File: src/rtl/mem_access_pkg.sv
// Shared types and defaults for the memory-access stage.
package mem_access_pkg;

  typedef enum logic [1:0] {IDLE, REQ, WAIT, DONE} mau_state_t;

  localparam int DEFAULT_N        = 64;
  localparam int DEFAULT_ADDR_LSB = 3;

  function automatic logic is_mem_op(input logic rd, input logic wr);
    return rd | wr;
  endfunction

endpackage

File: src/rtl/mau_req_reg.sv
// Capture registers for the outgoing data-memory request (we, address, store data).
module mau_req_reg
  import mem_access_pkg::*;
#(
  parameter int N = DEFAULT_N
) (
  input  logic         clk,
  input  logic         reset,
  input  logic         i_load,
  input  logic         i_we,
  input  logic [N-1:0] i_addr,
  input  logic [N-1:0] i_wdata,
  output logic         o_we,
  output logic [N-1:0] o_addr,
  output logic [N-1:0] o_wdata
);

  logic         r_we;
  logic [N-1:0] r_addr;
  logic [N-1:0] r_wdata;

  always_ff @(posedge clk or negedge reset) begin
    if (!reset) begin
      r_we    <= 1'b0;
      r_addr  <= '0;
      r_wdata <= '0;
    end else if (i_load) begin
      r_we    <= i_we;
      r_addr  <= i_addr;
      r_wdata <= i_wdata;
    end
  end

  assign o_we    = r_we;
  assign o_addr  = r_addr;
  assign o_wdata = r_wdata;

endmodule

File: src/rtl/mem_access_unit.sv
// Memory stage: runs one data-memory access per op over valid/ready, stalls upstream meanwhile,
// and resolves the branch decision. Optional misaligned-access trap under `MISALIGN_TRAP_EN.
module mem_access_unit
  import mem_access_pkg::*;
#(
  parameter int N        = DEFAULT_N,
  parameter int ADDR_LSB = DEFAULT_ADDR_LSB
) (
  input  logic         clk,
  input  logic         reset,
  input  logic         op_valid,
  input  logic         MemRead,
  input  logic         MemWrite,
  input  logic         Branch,
  input  logic         zero_M,
  input  logic [N-1:0] aluResult_M,
  input  logic [N-1:0] writeData_M,
  input  logic [N-1:0] PCBranch_M,
  output logic         PCSrc_M,
  output logic [N-1:0] PCBranch_out,
  output logic         stall_M,
  output logic [N-1:0] readData_M,
  output logic         rd_valid,
  output logic         dm_req_valid,
  input  logic         dm_req_ready,
  output logic         dm_req_we,
  output logic [N-1:0] dm_req_addr,
  output logic [N-1:0] dm_req_wdata,
  input  logic         dm_resp_valid,
  input  logic [N-1:0] dm_resp_rdata,
  output logic         fault
);

  if (ADDR_LSB < 1 || ADDR_LSB >= N) begin : g_bad_addr_lsb
    $error("mem_access_unit: ADDR_LSB out of range");
  end

  mau_state_t   r_state;
  mau_state_t   w_state_next;
  logic [N-1:0] r_read_data;
  logic         w_mem_op;
  logic         w_capture;

  assign w_mem_op  = op_valid & is_mem_op(MemRead, MemWrite);
  assign w_capture = (r_state == IDLE) & w_mem_op;

`ifdef MISALIGN_TRAP_EN
  logic w_misaligned;
  logic r_fault;

  assign w_misaligned = |aluResult_M[ADDR_LSB-1:0];

  // Only high during the DONE cycle that follows a trapped op.
  always_ff @(posedge clk or negedge reset) begin
    if (!reset) r_fault <= 1'b0;
    else        r_fault <= w_capture & w_misaligned;
  end

  assign fault = (r_state == DONE) & r_fault;
`else
  assign fault = 1'b0;
`endif

  // MemWrite wins when both flags are set, so it alone selects the direction.
  mau_req_reg #(.N(N)) u_req_reg (
    .clk     (clk),
    .reset   (reset),
    .i_load  (w_capture),
    .i_we    (MemWrite),
    .i_addr  (aluResult_M),
    .i_wdata (writeData_M),
    .o_we    (dm_req_we),
    .o_addr  (dm_req_addr),
    .o_wdata (dm_req_wdata)
  );

  always_ff @(posedge clk or negedge reset) begin
    if (!reset) r_state <= IDLE;
    else        r_state <= w_state_next;
  end

  always_comb begin
    w_state_next = r_state;
    dm_req_valid = 1'b0;
    stall_M      = 1'b0;
    rd_valid     = 1'b0;
    case (r_state)
      IDLE: begin
        if (w_mem_op) begin
          stall_M = 1'b1;
`ifdef MISALIGN_TRAP_EN
          w_state_next = w_misaligned ? DONE : REQ;
`else
          w_state_next = REQ;
`endif
        end
      end
      REQ: begin
        dm_req_valid = 1'b1;
        stall_M      = 1'b1;
        if (dm_req_ready) w_state_next = dm_req_we ? DONE : WAIT;
      end
      WAIT: begin
        stall_M = 1'b1;
        if (dm_resp_valid) w_state_next = DONE;
      end
      DONE: begin
`ifdef MISALIGN_TRAP_EN
        rd_valid = ~dm_req_we & ~r_fault;
`else
        rd_valid = ~dm_req_we;
`endif
        w_state_next = IDLE;
      end
      default: w_state_next = IDLE;
    endcase
  end

  always_ff @(posedge clk or negedge reset) begin
    if (!reset)                                r_read_data <= '0;
    else if (r_state == WAIT && dm_resp_valid) r_read_data <= dm_resp_rdata;
  end

  assign readData_M   = r_read_data;
  assign PCSrc_M      = Branch & zero_M & op_valid;
  assign PCBranch_out = PCBranch_M;

endmodule

File: config.mk
export PLATFORM = sky130hd
export DESIGN_NAME = mem_access_unit
export DESIGN_NICKNAME = d
export VERILOG_FILES = /design/src/rtl/mem_access_pkg.sv /design/src/rtl/mau_req_reg.sv /design/src/rtl/mem_access_unit.sv
export SDC_FILE = /design/constraint.sdc
export NUM_CORES = 1
export LEC_CHECK = 0
export CORE_AREA = 2 2 205 207
export CTS_CLUSTER_DIAMETER = 40
export CTS_CLUSTER_SIZE = 40
export DETAILED_ROUTE_END_ITERATION = 12
export DIE_AREA = 0 0 207 209
export GPL_TIMING_DRIVEN = 0
export PLACE_DENSITY_LB_ADDON = 0.12
export SLEW_MARGIN = 20
export SYNTH_ARGS = -nofsm -noshare
export SYNTH_HDL_FRONTEND = slang
export SYNTH_SLANG_ARGS = --single-unit
export TNS_END_PERCENT = 5
File: constraint.sdc
create_clock -name clk -period 1.5 [get_ports clk]
set_input_delay 0.3 -clock clk [delete_from_list [all_inputs] [get_ports clk]]
set_output_delay 0.3 -clock clk [all_outputs]
set_load 0.02 [all_outputs]
After elaboration in Yosys (flattened, before gate mapping)
Cells that the tools add are included.
- equality and inequality tests: 6
- muxes and demuxes: 9
- bitwise gates (word level): 6
- reduce and logical (&&, ||, !) cells: 4
- operators with widths (operator ; number):
    $pmux 2 s4 ; 1
    $mux 2 ; 3
    $ne 2x2->1 const B ; 3
    $and 1x1->1 ; 4
    $eq 2x2->1 const B ; 2
    $mux 1 ; 4
    $reduce_and 3->1 ; 1
    $eq 2x1->1 const B ; 1
    $logic_not 2->1 ; 1
    $pmux 1 s2 ; 1
    $reduce_or 2->1 ; 1
    $logic_and 1x1->1 ; 1
    $not 1->1 ; 1
    $or 1x1->1 ; 1
- register bits after elaboration: 195
- bits of input ports: 265
- output and inout port bits: 262
- logic and storage cells: 30

Depth between registers and ports, before layout
- depth after elaboration: 4
- gate-level depth with buffers: 6
- gate-level depth less buffers: 5

Cells and area by module
From an unflattened synthesis, not the netlist that was laid out.
- cell total of the unflattened synthesis: 496
- area total of the unflattened synthesis: 7991.4 um^2
- by module, submodules not included (module ; instances ; cells an instance ; area each (um^2) ; sequential area each (um^2)):
    mau_req_reg ; 1 ; 272 ; 4832.1 ; 3228.1
    mem_access_unit ; 1 ; 224 ; 3159.3 ; 1651.6

Worst setup path after synthesis
No wires, ideal clock.
- path type: reg2out
- from: register r_state[0]
- to: output port stall_M
- arrival time: 1540 ps
- data required time: 1200 ps
- path slack: -340 ps
- stages on the path, launching flop included: 7
- buffers on the path: 2
- cells stage by stage: dfrtp_1 inv_1 ha_1 o211ai_2 buf_12 buf_12 a21oi_1
- word-level cells in the longest chain between the ends: 3
- elaborated cells on any way between the ends: 5
- classes of those cells: 2 x eq/ne; 1 x mux; 2 x reduce/logical
- RTL lines (element ; RTL line ; text):
    start: declaration ; mem_access_unit.sv:38 ; mau_state_t r_state;
    start signal: assignment ; mem_access_unit.sv:79 ; else r_state <= w_state_next;
    $eq 2x2->1 or $eq 2x1->1 (tied branches) ; mem_access_unit.sv:87 ; case (r_state)
    $reduce_or 2->1 (no line) ; -- ;
    $pmux 1 s2 (*) ; mem_access_unit.sv:87 ;
    end: declaration ; mem_access_unit.sv:21 ; output logic stall_M,
Mark *: on every way between the ends. The rest lies on a longest branch, timed or not.

Final worst setup path
Same ends and word-level chain as after synthesis.

==> results.py <==
metrics = {
    "critical_path": {
        "critPathMostFrequentCell": "buf_12",
        "endpoint_kind": "output pin",
        "crit_buf_inv": 4,
        "reg2reg_depth": 8,
        "crit_path_max_fanout": 3,
        "critPathLaunchType": "flop",
        "critical-path-max-stage-delay_ns": 0.39,
        "r2r_setup_slack_ns": -0.27,
        "path_cells": "inv_2 -> ha_4 -> o211ai_4 -> buf_12 -> buf_12 -> a21oi_4 -> buf_6",
        "crit_family": "buffers and inverters",
        "timing.critical_path.required_ns": 1.20,
        "worstSetupPathType": "flop to output pin",
        "crit_slowest_cell": "dfrtp_1",
        "crit_arrival_ns": 1.70,
        "cp.depth": 7,
    },
    "floorplan": {
        "io_pins": 527,
        "rows": 75,
        "core_area_sq_mm": 0.0413,
        "dieWidth_um": 207,
        "initial_core_util_pct": 20.2,
        "die_y_um": 209,
        "die-area_sq_mm": 0.0433,
    },
    "global_route": {
        "antenna_found_initial": 2,
        "use_met2_pct": 20.2,
        "grt.overflow.total": 0,
        "track_usage_pct": 11.9,
        "grt_pass1_wl_um": 38600,
        "grt_use_met3_pct": 4.07,
        "first_global_vias": 6138,
        "grt_max_degree": 85,
        "grt.busiest_layer": "met2",
        "use_met1_pct": 13.8,
    },
    "synth": {
        "synth_top_area_share_pct": 58.4,
        "yosys.area_share.xor_xnor_pct": 0,
        "yosys.area.top_type": "dfrtp_1",
        "synth_top_family_by_area": "multiplexers",
        "yosysWarnings": 0,
        "yosys.area_share.simple_pct": 0.389,
        "ys_seq_area_share_pct": 58.4,
        "ys_top_cells_by_area": "dfrtp_1 (58%), mux2_4 (18%), mux2_2 (13%)",
        "synthAdderAreaFrac_pct": 0.748,
        "synth_area_sq_mm": 0.00836,
        "synth_cells": 496,
        "muxShareOfSynthArea_pct": 30.6,
        "syn_avg_cell_area_sq_um": 16.9,
        "synth_fp_nets": 766,
        "synth_cell_types": 20,
        "synth_compound_area_share_pct": 0.658,
        "synth_seq_cells": 195,
    },
    "power": {
        "peakVddDrop_uv": 816,
        "report.power.total_mw": 29.5,
        "power.density_mw_per_mm2": 2020,
        "p_leak_nw": 6.76,
    },
    "detailed_routing": {
        "via_per_inst": 3.72,
        "drc": 0,
        "routedWlPerCell_um": 16.9,
        "routed_wl_um": 26200,
        "vias": 5760,
        "antenna_left": 0,
        "drt_iter0_markers": 166,
        "first_pass_iters": 4,
    },
    "clocking": {
        "root_buffer": "clkbuf_16",
        "clkTransAtPathRegs_ns": 0.07,
        "cts_buffer_depth": 2,
        "numCtsBuffers": 17,
        "clock_latency_ns": 0.45,
        "cts_tree": "yes",
        "clock-sinks": 195,
        "htreeDepth": 4,
    },
    "timing": {
        "timing.fmax_mhz": 500,
        "timing.slew.headroom_pct": 66.6,
        "rsz0062_at_grt": "yes",
        "hold_viol_final": 0,
        "clock_skew_ns": 0.00881,
        "min_period_ns": 2.00,
        "worstMarginPinSlew_ns": 0.502,
        "setup_viol": 194,
        "maxSlewViolCount": 0,
        "min_period_over_period_pct": 133,
        "timing.final.ws_setup_ns": -0.498,
    },
    "cells_and_area": {
        "nNetsFinal": 1268,
        "final_cell_mix": "clkdlybuf4s50_1 (262), dfrtp_1 (195), mux2_4 (120), clkdlybuf4s15_1 (82), buf_4 (76)",
        "diodes": 0,
        "drive_above_1_share_pct": 43.8,
        "post-route-util_pct": 35.4,
        "design_area_sq_mm": 0.0146,
        "syn_to_final_growth_pct": 74.8,
        "final_common_cell": "clkdlybuf4s50_1",
    },
    "run_status": {
        "violations": "negative setup slack",
        "outcome": "finished with violations",
    },
    "run": {
        "cap_violations": 0,
    },
    "placed_design": {
        "dp_hpwl_um": 19500,
        "place_ws_ns": -1.03,
        "io_buffers": 461,
        "gp_congestion": 0.705,
        "place_area_sq_mm": 0.0138,
    },
    "min_path": {
        "hold_path.class": "primary input to asynchronous set/reset pin",
    },
}
-- cells in the mapped netlist, drive strengths merged --
library cell	count
o211ai	1
buf	85
nand2	1
o21ai	1
ha	5
a2bb2oi	1
a211oi	2
nor2b	3
dfrtp	195
and3	1
nor2	1
mux2	193
a2111oi	1
a21oi	1
mux2i	1
inv	3
conb	1
-- kinds of logic after synthesis --
group | after synthesis
compound gates | 7
fa+ha+maj | 5
buf+inv | 88
flops | 195
mux | 194
other cells | 1
simple gates | 6
-- where the power goes --
part | switching (mW) | internal (mW)
Clock | 2.12 | 2.92
Combinational | 7.12 | 7.97
Sequential | 1.38 | 7.96
-- layout make-up --
type	count	area (sq um)
buffer	85	846
clock buffer	22	474
clock inverter	8	150
fill	4093	26700
inverter	3	11.3
multi-input combinational	213	2870
sequential	195	4880
tap	539	674
timing repair buffer	483	4700
-- registers in the layout (all words and copies together), names as in the netlist --
signal,flops
readData_M,64
u_req_reg.o_wdata,64
r_state,2
u_req_reg.o_addr,64
u_req_reg.o_we,1
-- final timing paths --
check                                            from                           endpoint
max in group asynchronous                       reset         readData_M[37]$_DFFE_PN0P_
setup / recovery               r_state[0]$_DFFE_PN0P_                            stall_M
hold reg to reg            readData_M[49]$_DFFE_PN0P_         readData_M[49]$_DFFE_PN0P_
hold / removal                                  reset   u_req_reg.o_addr[59]$_DFFE_PN0P_
setup reg to reg               r_state[0]$_DFFE_PN0P_  u_req_reg.o_wdata[30]$_DFFE_PN0P_
min in group clk                      aluResult_M[51]   u_req_reg.o_addr[51]$_DFFE_PN0P_
-- metrics by stage --
stage	hold slack (ns)	TNS [ns]	std cells
floorplan	0.00441	-0.0373	496
global placement	0.487	-1905.07	1496
detailed placement	0.196	-78.94	1498
CTS	0.266	-43.53	1541
global route	0.291	-48.45	1548
finish	0.304	-34.96	1548
-- per-layer routing --
layer	vias up	routed length, um	part of all wire (%)
li1	2656	-	-
met2	247	13400	51
met3	24	1710	6.5
met1	2829	10700	41
met5	-	26	0.099
met4	4	406	1.5
-- what timing repair did --
| action | in CTS | in global routing |
|---|---|---|
| resized for setup | 443 | 113 |
| setup endpoints to repair | 388 | 276 |
| cloned | 0 | 4 |
| endpoints found under the hold margin | 29 | 0 |
| pin swaps | 3 | 4 |
| buffers inserted | 12 | 3 |
| hold buffers | 1 | 0 |
(Power assumes the default switching activity.)
